## src/rtl/switch_pkg.sv

```systemverilog
// Shared switch definitions: port width, default FIFO depth, transmitter states, FIFO entry layout.
package switch_pkg;
    localparam int PORT_WIDTH    = 8;
    localparam int DEFAULT_DEPTH = 16;

    typedef enum logic {
        IDLE = 1'b0,
        SEND = 1'b1
    } tx_state_t;

    typedef struct packed {
        logic                  eop;
        logic [PORT_WIDTH-1:0] data;
    } fifo_entry_t;
endpackage

```

## src/rtl/sync_fifo.sv

```systemverilog
// Single-clock FIFO with a combinational head read; full/empty come from an extra pointer wrap bit.
// Writes while full and reads while empty are dropped inside the FIFO.
module sync_fifo #(
    parameter int DEPTH = 16,
    parameter int WIDTH = 9
) (
    input  logic             clock,
    input  logic             reset,
    input  logic             wr_en,
    input  logic [WIDTH-1:0] wr_data,
    input  logic             rd_en,
    output logic [WIDTH-1:0] rd_data,
    output logic             full,
    output logic             empty
);
    localparam int AW = $clog2(DEPTH);

    logic [WIDTH-1:0] mem [DEPTH];
    logic [AW:0]      wr_ptr;
    logic [AW:0]      rd_ptr;
    logic             do_wr;
    logic             do_rd;

    assign empty = (wr_ptr == rd_ptr);
    assign full  = (wr_ptr[AW] != rd_ptr[AW]) && (wr_ptr[AW-1:0] == rd_ptr[AW-1:0]);
    assign do_wr = wr_en && !full;
    assign do_rd = rd_en && !empty;

    assign rd_data = mem[rd_ptr[AW-1:0]];

    always_ff @(posedge clock or posedge reset) begin
        if (reset) begin
            wr_ptr <= '0;
            rd_ptr <= '0;
        end else begin
            if (do_wr) wr_ptr <= wr_ptr + (AW+1)'(1);
            if (do_rd) rd_ptr <= rd_ptr + (AW+1)'(1);
        end
    end

    // Storage is left unreset; the pointers alone define what is valid.
    always_ff @(posedge clock) begin
        if (do_wr) mem[wr_ptr[AW-1:0]] <= wr_data;
    end
endmodule

```

## src/rtl/port_transmitter.sv

```systemverilog
// Buffers fabric bytes and streams only complete packets to an external reader, zero-bubble across packets.
// in_ready depends only on registered FIFO state; the reader is stalled by holding read low.
module port_transmitter
    import switch_pkg::*;
#(
    parameter int DEPTH = DEFAULT_DEPTH
) (
    input  logic                  clock,
    input  logic                  reset,
    input  logic [PORT_WIDTH-1:0] in_data,
    input  logic                  in_valid,
    input  logic                  in_eop,
    output logic                  in_ready,
    output logic [PORT_WIDTH-1:0] port,
    output logic                  ready,
    input  logic                  read,
    output logic                  overflow
);
    localparam int CW = $clog2(DEPTH) + 1;

    tx_state_t   state;
    tx_state_t   state_next;
    fifo_entry_t head;
    fifo_entry_t wr_entry;
    logic        fifo_full;
    logic        fifo_empty;
    logic        accept;
    logic        fire;
    logic [CW-1:0] pkt_count;
    logic [CW-1:0] pkt_next;

    assign in_ready = !fifo_full;
    assign accept   = in_valid && in_ready;
    assign fire     = ready && read && !fifo_empty;
    assign wr_entry = '{eop: in_eop, data: in_data};

    sync_fifo #(
        .DEPTH (DEPTH),
        .WIDTH (PORT_WIDTH + 1)
    ) u_fifo (
        .clock   (clock),
        .reset   (reset),
        .wr_en   (accept),
        .wr_data (wr_entry),
        .rd_en   (fire),
        .rd_data (head),
        .full    (fifo_full),
        .empty   (fifo_empty)
    );

    always_comb begin
        pkt_next = pkt_count;
        if (accept && in_eop) pkt_next = pkt_next + CW'(1);
        if (fire && head.eop) pkt_next = pkt_next - CW'(1);
    end

    // Leaving SEND looks at the post-update count so an eop arriving this cycle keeps the stream going.
    always_comb begin
        state_next = state;
        ready      = 1'b0;
        port       = '0;
        case (state)
            IDLE: begin
                if (pkt_count != '0) state_next = SEND;
            end
            SEND: begin
                ready = 1'b1;
                port  = head.data;
                if (fire && head.eop && (pkt_next == '0)) state_next = IDLE;
            end
            default: state_next = IDLE;
        endcase
    end

    always_ff @(posedge clock or posedge reset) begin
        if (reset) begin
            state     <= IDLE;
            pkt_count <= '0;
            overflow  <= 1'b0;
        end else begin
            state     <= state_next;
            pkt_count <= pkt_next;
            if (in_valid && !in_ready) overflow <= 1'b1;
        end
    end
endmodule

```

## config.mk

```make
export PLATFORM = sky130hd
export DESIGN_NAME = port_transmitter
export DESIGN_NICKNAME = d
export VERILOG_FILES = /design/src/rtl/switch_pkg.sv /design/src/rtl/sync_fifo.sv /design/src/rtl/port_transmitter.sv
export SDC_FILE = /design/constraint.sdc
export NUM_CORES = 1
export LEC_CHECK = 0
export CAP_MARGIN = 20
export CORE_ASPECT_RATIO = 1.25
export CORE_UTILIZATION = 40
export CTS_BUF_LIST = sky130_fd_sc_hd__clkbuf_4
export DETAILED_ROUTE_END_ITERATION = 16
export HOLD_SLACK_MARGIN = 0.1
export PLACE_DENSITY_LB_ADDON = 0.25
export RECOVER_POWER = 25
export SETUP_SLACK_MARGIN = 0.1
export SLEW_MARGIN = 10
export SYNTH_ARGS = -nofsm -noshare
export SYNTH_HDL_FRONTEND = slang
export SYNTH_HIERARCHICAL = 1
export SYNTH_SLANG_ARGS = --single-unit
```

## constraint.sdc

```tcl
create_clock -name clock -period 5.21 [get_ports clock]
set_input_delay 0.521 -clock clock [delete_from_list [all_inputs] [get_ports clock]]
set_output_delay 0.521 -clock clock [all_outputs]
set_load 0.005 [all_outputs]
```

Yosys cells after proc, flatten, opt, wreduce, memory -nomap -nowiden
Memories as Yosys holds them, arrays and structs flattened.
Index checks and enable logic that the tools add are counted.
- $add $sub $neg: 4
- eq/ne operators: 3
- muxes and demuxes: 9
- bitwise logic cells: 1
- reduce and logical (&&, ||, !) cells: 14
- operators by type and width (operator ; number):
    5-bit by 1-bit adder with 5-bit output, second input constant ; 3
    1-bit logical AND ; 10
    5-bit 2-to-1 mux ; 2
    8-bit 2-to-1 mux ; 1
    5-bit equality test ; 1
    5-bit logical NOT ; 1
    1-bit 2-to-1 mux ; 5
    5-bit nonzero test ; 1
    5-bit by 1-bit subtractor with 5-bit output, second input constant ; 1
    4-bit equality test ; 1
    1-bit logical NOT ; 2
    1-bit one-hot mux with 2 select lines ; 1
    1-bit != test ; 1
    1-bit inverter ; 1
- bits in registers: 17
- memory bits (writable): 144
- input bits: 13
- word-level logic and storage cells: 37
- memories: 1
- memory list (name ; words ; width ; rd ports ; clocked after memory_dff ; wr ports ; RTL line ; text):
    u_fifo.mem ; 16 ; 9 ; 1 ; 0 ; 1 ; sync_fifo.sv:18 ; logic [WIDTH-1:0] mem [DEPTH];

Depth between registers and ports, before layout
Gate-level depths: netlist (run 1).
- word-level depth: 12
- gate-level depth with buffers: 12

Hierarchy
The synthesis (run 1) kept the hierarchy.
- modules (own cells, without submodules) (module ; instances ; cells each ; area an instance (um2)):
    sync_fifo ; 1 ; 303 ; 6129.6
    port_transmitter ; 1 ; 55 ; 565.5

Worst setup path before layout (run 1)
No wires, ideal clock.
- path type: reg-to-reg
- from: register u_fifo.wr_ptr[3]
- to: memory u_fifo.mem[2][0] (enable)
- setup time: 0.399 ns
- data arrival time: 2.562 ns
- path slack: 2.249 ns
- cell stages (with the launch flop): 10
- buffers on the path: 3
- path through: dfrtp_1 buf_2 xnor2_1 nand4_1 buf_4 nor2_2 buf_6 nor2b_1 nand2_1 nor4_1
- cells in the longest elaborated chain, start to end: 7
- RTL lines (element ; RTL line ; text):
    start: declaration ; sync_fifo.sv:19 ; logic [AW:0] wr_ptr;
    start signal: assignment ; sync_fifo.sv:36 ; if (do_wr) wr_ptr <= wr_ptr + (AW+1)'(1);
    4-bit equality test ; sync_fifo.sv:25 ; assign full = (wr_ptr[AW] != rd_ptr[AW]) && (wr_ptr[AW-1:0] == rd_ptr[AW-1:0]);
    1-bit logical AND ; sync_fifo.sv:25 ;
    via fifo_full ; port_transmitter.sv:25 ; logic fifo_full;
    1-bit logical NOT ; port_transmitter.sv:32 ; assign in_ready = !fifo_full;
    1-bit logical AND ; port_transmitter.sv:33 ; assign accept = in_valid && in_ready;
    via accept ; port_transmitter.sv:27 ; logic accept;
    1-bit logical AND ; sync_fifo.sv:26 ; assign do_wr = wr_en && !full;
    1-bit 2-to-1 mux ; sync_fifo.sv:43 ; if (do_wr) mem[wr_ptr[AW-1:0]] <= wr_data;
    1-bit 2-to-1 mux (implied by the code) ; sync_fifo.sv:43 ;
    end: declaration ; sync_fifo.sv:18 ;
The timed path passes the listed nets, and every way through them passes these cells.

==> metrics, run 1 <==
Netlist cell types between 40 and 50; RR Endpoint u_fifo/mem[15][7]; gr usage total about 16%; Initial Util roughly two fifths; Peak Freq ~260 MHz; nets roughly 420; via/cell ratio approximately 5.3; RSZ-0062 raised after global routing false; Synth warnings 6; Crit Path Max Fanout 21; area growth from synthesis to layout 10.8%; Chip Width ~120 um; xor-xnor portion of the synthesized cell area ~2.9%; synth top area cells edfxtp_1, mux4_2, dfrtp_1, xnor2_1, a22oi_1; area leader, netlist edfxtp_1; leakage 2.42 nW; minimum clock period around 3800 ps; Clock Pin Slew Worst Setup and Hold Paths approximately 120 ps; post-route ant nets 0; share of cells above drive strength 1 between 20% and 30%; drt pass-1 iters 5; Max VDD drop 0.156 mV; Sum Neg Setup Slack 0 ps; worst-skew pair later-pin latency about 540 ps; synthesized flop and latch total about 160; Max Cap Violations 0; H-Tree Depth 4; TritonCTS clock tree done; share of the synthesized area in the top cell type approximately 65%; wire per inst approximately 20 um; Critical Path RT between 4000 and 5000 ps; CTS Buffer Depth 2; final worst-path cycle share about three quarters; synthesized net count roughly 380; CORE AREA around 16000 sq um; Port Buffer Count 23; initial antenna violation count 1; CP arrival 3310 ps; first-pass GRT wire length 20.0 mm; Vias 3333; largest family of logic cells by synthesized area multiplexers; post-synthesis sequential area ratio ~71%; Slew @ Worst Pin between 900 and 1000 ps; Post-synth top flop edfxtp_1; CTS root buf clkbuf_4; die area 17300 sq um; final hold slack about 360 ps; type of the worst min-delay path in2async; Critical Path Sink Type primary output; Site Rows 52; Setup Viol. Count Final 0; Pwr per Cell Area 504 nW/um^2; Post-DP HPWL roughly 8.1 mm; total setup buffers inserted after CTS 0; Post-synth EDFFs 144; outcome complete, no violations; TritonCTS buffer count 17; Mapped Area around 6700 sq um; Synth Area in Simple Gates roughly 6%; synthesized area per cell about 19 sq um; adder-cell share of the synthesized area ~1.5%; Congestion Overflow GR 0; max-slew violations 0; Final GP Congestion approximately 0.8; Routed WL 12.6 mm; # clock sinks about 160; R2R depth 6; utilization after layout a little under half; final std cells w/o fill approximately 630; worst clock skew approximately 14 ps; Die Span Y roughly 150 um; vias in the first global route 3461; fillcell total about 1400; Starting DRT DRC Count between 300 and 400; Critical Path Source Type register; mux share of post-synthesis cell area 12.8%; CTS Hold Bufs 0; # resized after CTS 0; reg-to-reg setup timing slack roughly 1700 ps; Cells after Synth 358; Max-slew headroom 36.6%; residual DRC count 0; ys async rst share a little over a tenth; pin count of the biggest net entering global routing 40; Crit Path Category reg2out; placed cell count a little under 600; num ports 24; Synth Area in Compound Gates under 10%; worst r2r src u_fifo/rd_ptr[1]; final hold vios 0
## placed cells by master, fill, tap and decap left out, types with 3 or more instances in the layout
| cell type | instances |
|---|---|
| clkinv_2 | 3 |
| mux2_1 | 3 |
| nand2b_1 | 3 |
| buf_4 | 12 |
| mux4_2 | 36 |
| edfxtp_1 | 144 |
| xnor2_1 | 16 |
| and2_2 | 7 |
| dfrtp_1 | 15 |
| o211ai_1 | 3 |
| dlygate4sd3_1 | 7 |
| nand4_1 | 4 |
| and3_1 | 3 |
| ha_1 | 8 |
| nor3_1 | 11 |
| nor2_1 | 8 |
| a22oi_1 | 18 |
| nor2b_1 | 3 |
| clkinv_1 | 4 |
| clkdlybuf4s50_1 | 16 |
| inv_1 | 8 |
| clkbuf_4 | 20 |
| xor2_1 | 4 |
| nand2_1 | 19 |
## synthesized netlist by cell type, drive strengths merged (5+ instances only)
library cell and n:
edfxtp 144, nor2 9, dfrtp 17, nand2 20, inv 8, and2 10
a22oi 18, xor2 5, nor3 11, o211ai 5, mux4 36, ha 8
xnor2 16, buf 15
## state kept, by name, indices dropped and copies added, names as in the netlist
register and count:
u_fifo/rd_ptr 5, state 1, u_fifo/wr_ptr 5, overflow 1, u_fifo/mem 144, pkt_count 5
## area by class of cell
cell class / count / area, sq um / area share [%]
clock buffer: 18 / 135 / 1.82
inverter: 8 / 30.0 / 0.405
tap: 216 / 270 / 3.64
sequential: 161 / 4750 / 64.1
multi-input combinational: 171 / 1820 / 24.5
timing repair buffer: 38 / 339 / 4.57
clock inverter: 12 / 71.3 / 0.961
antenna: 1 / 2.50 / 0.0337
## routing by layer
| layer | GRT usage, % | wire length [um] | part of all wire, % | up-vias |
|---|---|---|---|---|
| met2 | 27.2 | 6600 | 52 | 79 |
| met1 | 20.3 | 5300 | 42 | 1740 |
| li1 | - | - | - | 1505 |
| met5 | 0 | 0 | 0 | - |
| met4 | 5.58 | 161 | 1.3 | 0 |
| met3 | 4.06 | 529 | 4.2 | 9 |
## worst max-delay path: stages, from the launching register on
cell,delay (ps)
dfrtp_2,790
buf_4,490
mux4_2,560
a22oi_1,190
nand2_1,80
and2_2,200
clkdlybuf4s50_1,430
## metrics by stage
step	power [W]	area (sq um)	setup slack, ps
global route	0.00397	7420	1060
detailed placement	0.00320	7190	1450
floorplan	0.00277	6700	2250
global placement	0.00318	7190	1680
CTS	0.00379	7400	1230
finish	0.00374	7420	1380
## report_power, final
| part | switching [W] | internal (W) | leakage (nW) |
|---|---|---|---|
| clock network | 0.000399 | 0.000182 | 0.114 |
| logic | 0.000680 | 0.000711 | 0.811 |
| registers | 0.000174 | 0.00159 | 1.50 |
## how the worst max path moves through the flow
stage,from,to,slack (ps)
after floorplan,u_fifo/wr_ptr[3],u_fifo/mem[2][0],2250
after global placement,u_fifo/rd_ptr[1],u_fifo/mem[2][5],1680
after detailed placement,u_fifo/rd_ptr[1],u_fifo/mem[0][0],1450
after CTS,u_fifo/rd_ptr[1],port[1],1230
after global routing,u_fifo/rd_ptr[1],port[3],1060
final,u_fifo/rd_ptr[1],port[1],1380
## cell families (layout without fill, tap and decap cells)
logic type	count (synthesis)	in the layout
DFF	161	161
adders and majority gates	8	8
AOI/OAI and AO/OA	30	30
muxes	40	40
and+or+nand+nor	72	72
other	0	1
xor gates and xnor gates	21	21
buffers and inverters	26	76
Power figures use the tool's default switching activity.
==> run 2: changes to the inputs <==
- clock period: 5.21 -> 3.2 ns (I/O delays scaled with it)
==> metrics, run 2 (synthesized netlist as in run 1, its figures left out) <==
most frequent cells in the layout edfxtp_1, mux4_2, buf_4; RSZ-0062 raised after global routing true; Site Rows 52 (unchanged); TritonCTS clock tree done; Post-DP HPWL 8.49 mm (+4.3%); final hold vios 0 (unchanged); Final GP Congestion 0.727 (-6.8%); cell family with most CP delay buffers and inverters; nets 437 (+4.5%); Crit Path Category reg2out; worst clock skew 18.4 ps (+4.87 ps); worst-skew pair later-pin latency 560 ps (+20 ps); post-route ant nets 0 (unchanged); CTS Buffer Depth 2 (unchanged); wire per inst 20.1 um (about the same); setup ws final 203 ps (-1170 ps); Max Cap Violations 0 (unchanged); die area 17300 sq um (unchanged); Sum Neg Setup Slack 0 ps (unchanged); final worst-path cycle share 93.6%; CP max stage delay 520 ps (-270 ps); switching pwr 0.00222 W (+77%); commonest non-fill, non-tap cell in the layout edfxtp_1; clock network fraction of total power 17.2% (+1.7 points); Initial Util 41.2% (unchanged); pin count of the biggest net entering global routing 21 (-48%); Die Span Y 147 um (unchanged); Critical Path Sink Type primary output; Logic pwr share 39.2% (+2.0 points); sequential share of power 43.5% (-3.7 points); first-pass GRT wire length 20.4 mm (+2.0%); vias in the first global route 3473 (+0.35%); Vias 3379 (+1.4%); Max-slew headroom 53.2% (+17 points); Clock Pin Slew Worst Setup and Hold Paths 140 ps (+20 ps); num ports 24 (unchanged); Critical Path RT 2880 ps (-1810 ps); minimum clock period around 3000 ps; H-Tree Depth 4 (unchanged); share of cells above drive strength 1 30.3% (+6.3 points); max-slew violations 0 (unchanged); Port Buffer Count 23 (unchanged); max reg flops 144 (unchanged); Routed WL 13.0 mm (+3.4%); Peak Freq between 300 and 400 MHz; residual DRC count 0 (unchanged); Reg area 4750 sq um (unchanged); Bufs and invs on worst path 2 (unchanged); Sw Share 34.3% (+0.79 points); fillcell total 1412 (-1.5%); Critical Path Source Type register; Pwr per Cell Area 841 nW/um^2 (+67%); P_int 0.00424 W (+71%); CP arrival 2680 ps (-630 ps); outcome complete, no violations; # clock sinks 161 (unchanged); Cell Chain, Critical Path buf_12 -> mux4_2 -> a22oi_2 -> nand2_1 -> and2_2 -> clkdlybuf4s50_1; Setup Viol. Count Final 0 (unchanged); type of the worst min-delay path reg2reg; slowest CP cell mux4_2; area growth from synthesis to layout 14.8%; gr usage total 16.4% (+0.29 points); leakage 2.62 nW (+8.3%); Slew @ Worst Pin 702 ps (-246 ps); drt pass-1 iters 7 (+2); Multi-input gate area 1850 sq um (+1.7%); CTS root buf clkbuf_4; Starting DRT DRC Count 357 (-4.0%); initial antenna violation count 1 (unchanged); Max VDD drop 0.331 mV (+110%); Chip Width 118 um (unchanged); Setup WS pre-CTS 569 ps (-878 ps); CORE AREA 16300 sq um (unchanged); Congestion Overflow GR 0 (unchanged); TritonCTS buffer count 17 (unchanged); Crit Path Max Fanout 17 (-19%); via/cell ratio 5.23 (-1.9%)
==> run 2: cell types whose count changed in the layout (fill, tap and decap cells not counted), moves of 4 or more <==
cell / change
a22oi_1: -8
a22oi_2: +8
buf_4: +18
clkdlybuf4s50_1: -6
clkinv_1: -4
dlymetal6s2s_1: +6
inv_6: +5
==> run 2: area by class of cell <==
type / instances / area share, %
multi-input cells: 171 / 24.1
diodes: 1 / 0.0326
repair buffers: 57 / 6.82
well taps: 216 / 3.52
clock inverters: 14 / 1.61
flip-flops and latches: 161 / 61.8
inverters: 8 / 0.391
clock buffers: 18 / 1.76
==> run 2: stage by stage <==
step	power, W	cells	instance area (sq um)	hold WS (ps)	utilization (%)
5_1_grt	0.00684	646	7690	461	47.3
6_report	0.00646	646	7690	486	47.3
3_3_place_gp	0.00527	607	7300	467	44.9
4_1_cts	0.00648	643	7610	474	46.8
3_5_place_dp	0.00531	607	7300	468	44.9
2_1_floorplan	0.00451	358	6700	123	-
==> run 2: final timing paths <==
| path | startpoint | end | slack [ps] | cells after the start |
|---|---|---|---|---|
| max in group asynchronous | reset | u_fifo/rd_ptr[1] | 2140 | 3 |
| worst max-delay path | u_fifo/rd_ptr[1] | port[4] | 200 | 6 |
| min in group asynchronous | reset | pkt_count[0] | 690 | 3 |
| worst max register to register | u_fifo/wr_ptr[4] | u_fifo/mem[4][2] | 560 | 7 |
| worst min register to register | overflow | overflow | 490 | 1 |
| worst min-delay path | overflow | overflow | 490 | 1 |
==> run 2: power groups by stage <==
| stage | logic (W) | clock network [W] | registers, W |
|---|---|---|---|
| 5_1_grt | 0.00275 | 0.00124 | 0.00285 |
| 3_5_place_dp | 0.00244 | 0 | 0.00287 |
| 3_3_place_gp | 0.00241 | 0 | 0.00285 |
| 6_report | 0.00254 | 0.00111 | 0.00281 |
| 2_1_floorplan | 0.00177 | 0 | 0.00275 |
| 4_1_cts | 0.00252 | 0.00115 | 0.00281 |
==> run 2: metal layers <==
| metal | up-vias | share of wire [%] | track usage [%] |
|---|---|---|---|
| met3 | 16 | 2.9 | 4.57 |
| li1 | 1545 | - | - |
| met2 | 49 | 52 | 27.3 |
| met4 | 0 | 1.4 | 5.90 |
| met1 | 1769 | 44 | 20.6 |
| met5 | - | 0 | 0 |
==> run 2: timing repair <==
action / 4_1_cts / 5_1_grt
hold buffers: 1 / 0
setup endpoints to repair: 8 / 8
gates resized for setup: 5 / 15
cloned: 0 / 0
endpoints found under the hold margin: 17 / 0
pin swaps: 0 / 1
buffers inserted: 3 / 2
==> edit 1, RTL diff (flow settings as in run 1) <==
The package constant `PORT_WIDTH` goes from 8 to 6.
--- a/src/rtl/switch_pkg.sv
+++ b/src/rtl/switch_pkg.sv
@@ -1,6 +1,6 @@
 // Shared switch definitions: port width, default FIFO depth, transmitter states, FIFO entry layout.
 package switch_pkg;
-    localparam int PORT_WIDTH    = 8;
+    localparam int PORT_WIDTH    = 6;
     localparam int DEFAULT_DEPTH = 16;
 
     typedef enum logic {
Ports: changed (resized in_data and port); port bits go from 24 to 20. The function was not compared with the original's and may differ.
==> edit 1 against run 1 <==
  * Core utilization is 0.32 points higher
  * Area after synthesis is 18% lower
  * Worst setup slack better by 0.053 ns
  * Global-route usage is 0.60 points higher
  * Routed wire length is 15% lower
  * Cell area is 18% lower
  * Sequential cell count is 32 lower
  * Combinational power is 16% lower
  * Cell count is 16% lower
  * Total power is 13% lower
  * First-iteration DRC count is 69% lower
  * Worst hold slack better by 0.0067 ns
==> edit 1: results <==
layout:
  layout-drive-gt1-share_pct: 24.86
  finalNonFillerCells: 522
  clk_share_pct: 4.531
  nets: 356
  multi_input_area_share_pct: 25.48
  area_share_nonclk_buffers_pct: 3.854
  largest_reg_flops: 112
  n_antenna_cell: 1
  syn2layout_area_growth_pct: 11.34
  multi_input_cells: 155
  nNonClkBuffers: 26
  fillerInstances: 1166
pwr:
  p_per_area_mw_per_mm2: 535.6
  pg_seq_mw: 1.45
  powerClk_mw: 0.651
  p_leak_nw: 2.028
  peakVddDrop_mv: 0.2645
  p_sw_share_pct: 33.51
routing:
  drt-met1-wl_um: 4149
  met3_length_um: 460
  drt-wirelength-per-cell_um: 20.54
  dr_wl_met2_um: 6010
  drt-pass1-iter-count: 4
  drt_iter0_markers: 116
placement:
  dp.cells: 486
  hpwlAfterDp_um: 7298
  gp_congestion: 0.8033
  pre_cts_slack_ns: 1.488
  post_dp_cell_area_mm2: 0.005809
  port_buffers: 19
worst_setup_path:
  path_delay_family: "simple AND/OR/NAND/NOR gates"
  cpPeakStageDelay_ns: 0.89
  critPathArrivalTime_ns: 3.26
  critPathSlowestCell: "dfrtp_1"
global_route:
  grt_pass1_vias: 2982
  grt_pass1_wl_um: 16550
  grtUsageMet3_pct: 4.236
  gr-usage-met1_pct: 18.67
  grt_max_degree: 33
  track_usage_pct: 16.74
  met2_usage_pct: 30.11
timing:
  fin_worst_skew_ns: 0.01809
  tightest_slew_ns: 1.020
synthesis:
  yosys-top-cells-count: "edfxtp_1 (112), mux4_2 (28), dfrtp_1 (17)"
  synth_async_sr_flop_share_pct: 13.18
  synth-edff-count: 112
  ys_seq_area_share_pct: 69.12
  syn_avg_cell_area_um2: 17.86
  synthesis.nets: 326
  synth.area.top_cells: "edfxtp_1 (61%), mux4_2 (12%), dfrtp_1 (7.8%), xnor2_1 (2.6%), ha_1 (1.8%)"
clocking:
  cts_buffer_depth: 2
  clkSinkCount: 129
  cts_max_level: 4
run_status:
  outcome: "complete, no violations"
==> edit 1: cells by family (layout without fill, tap and decap cells) <==
kind of cell	count (synthesis)	after routing	synth area share, %
AOI/OAI and AO/OA	26	26	3.675
xor gates and xnor gates	21	21	3.492
adders and majority gates	8	8	1.826
buffers and inverters	23	66	2.511
DFF	129	129	69.12
muxes	32	32	12.37
other	0	1	0
and+or+nand+nor	68	68	7.008
==> edit 1: path summary, 6_finish.rpt <==
check	from	endpoint	slack, ns
max	u_fifo/rd_ptr[2]$_DFFE_PP0P_	in_ready	1.43
min	reset	pkt_count[1]$_DFF_PP0_	0.37
max reg2reg	u_fifo/rd_ptr[1]$_DFFE_PP0P_	u_fifo/mem[9][4]$_DFFE_PP_	1.53
min reg2reg	overflow$_DFFE_PP0P_	overflow$_DFFE_PP0P_	0.47
max in group asynchronous	reset	u_fifo/rd_ptr[0]$_DFFE_PP0P_	4.48
min in group clock	overflow$_DFFE_PP0P_	overflow$_DFFE_PP0P_	0.47
==> edit 2, RTL diff (flow settings as in run 1) <==
Made on the original files. Put one more register stage on the output `overflow`, cleared by the reset. The value now appears one clock later. The other outputs are not delayed to match.
--- a/src/rtl/port_transmitter.sv
+++ b/src/rtl/port_transmitter.sv
@@ -17,6 +17,8 @@
     output logic                  overflow
 );
     localparam int CW = $clog2(DEPTH) + 1;
+
+    logic overflow_s0;
 
     tx_state_t   state;
     tx_state_t   state_next;
@@ -76,12 +78,20 @@
         if (reset) begin
             state     <= IDLE;
             pkt_count <= '0;
-            overflow  <= 1'b0;
+            overflow_s0 <= 1'b0;
         end else begin
             state     <= state_next;
             pkt_count <= pkt_next;
-            if (in_valid && !in_ready) overflow <= 1'b1;
+            if (in_valid && !in_ready) overflow_s0 <= 1'b1;
         end
     end
+    always_ff @(posedge clock or posedge reset) begin
+        if (reset) begin
+            overflow <= '0;
+        end else begin
+            overflow <= overflow_s0;
+        end
+    end
+
 endmodule
 
Behaviour: same outputs for any inputs over 10 cycles, from zero or initial values and one cycle with reset high; that may be too few to reach the edited logic, so the function may still have changed.
==> edit 2 against run 1 <==
  * Cell area grew 2.5%
  * Routed wire length is essentially flat
  * Area after synthesis grew 0.37%
  * Sequential power shrank 2%
  * Total power grew 7.4%
  * Die area grew 0.37%
  * Fmax grew 4.1%
  * Critical path depth is the same
  * Sequential share of layout area shrank 1.3 points
  * Worst hold slack lost 0.015 ns
  * Sequential cell count grew 1
  * Worst setup slack gained 0.15 ns
  * Critical path type unchanged
  * Largest power group unchanged
  * Highest routed layer unchanged
==> edit 2: results <==
routing:
  drt_wl_total_um: 12590
  drt-met1-wl_um: 5339
  drt-pass1-iter-count: 4
  drt_iter0_markers: 273
  avgViaCountPerCell: 5.232
  dr_wl_met2_um: 6266
  met3_length_um: 727
global_route:
  track_usage_pct: 15.68
  grt_pass1_vias: 3449
  grtUsageMet3_pct: 3.339
  grt_pass1_wl_um: 19820
  met2_usage_pct: 26.15
  gr-usage-met1_pct: 19.95
synthesis:
  syn_avg_cell_area_um2: 18.72
  yosys-top-cells-count: "edfxtp_1 (144), mux4_2 (36), nand2_1 (19)"
  ys_seq_area_share_pct: 71.05
  synth.area.top_cells: "edfxtp_1 (64%), mux4_2 (12%), dfrtp_1 (6.7%), xnor2_1 (2.1%), a22oi_1 (2.0%)"
  yosys_warnings: 6
  synthesis.nets: 380
  synth_async_sr_flop_share_pct: 11.11
pwr:
  pwr-share-seq_pct: 43.1
  p_leak_nw: 2.519
  peakVddDrop_mv: 0.2748
  pwr-share-comb_pct: 35.4
  power.switching_mw: 1.296
  p_total_mw: 4.013
placement:
  gp_congestion: 0.7418
  dp.cells: 596
  post_dp_cell_area_mm2: 0.007236
layout:
  layout-drive-gt1-share_pct: 25.42
  finalNonFillerCells: 630
  nets: 421
worst_setup_path:
  setup.worst_path.end: "port[4]"
  r2r-start: "u_fifo/wr_ptr[3]$_DFFE_PP0P_"
  cp_max_fo: 39
  reg2reg_slack_ns: 1.77
  critPathSlowestCell: "buf_4"
  cpPeakStageDelay_ns: 0.58
clocking:
  cts.repair.resized: 0
  clk_pin_slew_ns: 0.15
  insertion_delay_ns: 0.55
  cts_buffer_depth: 2
timing:
  slew_headroom_pct: 30.77
  finalCritPeriodShare_pct: 70.68
  fin_worst_skew_ns: 0.02879
  whs_ns: 0.3479
run_status:
  outcome: "complete, no violations"
edit 2: changes by cell type in the layout (fill, tap and decap cells not counted), sizes merged:
cell | run 1 | this run
buf | 12 | 16
bufinv | 0 | 4
clkbuf | 21 | 19
clkdlybuf4s50 | 16 | 18
clkinv | 9 | 5
clkinvlp | 2 | 1
dfrtp | 17 | 18
dlygate4sd3 | 7 | 5
inv | 9 | 12
edit 2: cell type report:
| cell class | count | area, µm² |
|---|---|---|
| diodes | 1 | 2.502 |
| well taps | 216 | 270.3 |
| inverters | 8 | 30.03 |
| multi-input cells | 171 | 1809 |
| flip-flops and latches | 162 | 4776 |
| fillers | 1377 | 8726 |
| repair buffers | 40 | 357.8 |
| clock inverters | 14 | 224.0 |
| clock buffers | 18 | 135.1 |
edit 2: kinds of logic after synthesis:
logic type | count (synthesis) | synth area share (%)
compound gates | 30 | 3.593
mux | 40 | 12.72
simple gates | 72 | 5.995
flops | 162 | 71.05
fa+ha+maj | 8 | 1.490
xor+xnor | 21 | 2.849
buf+inv | 26 | 2.308
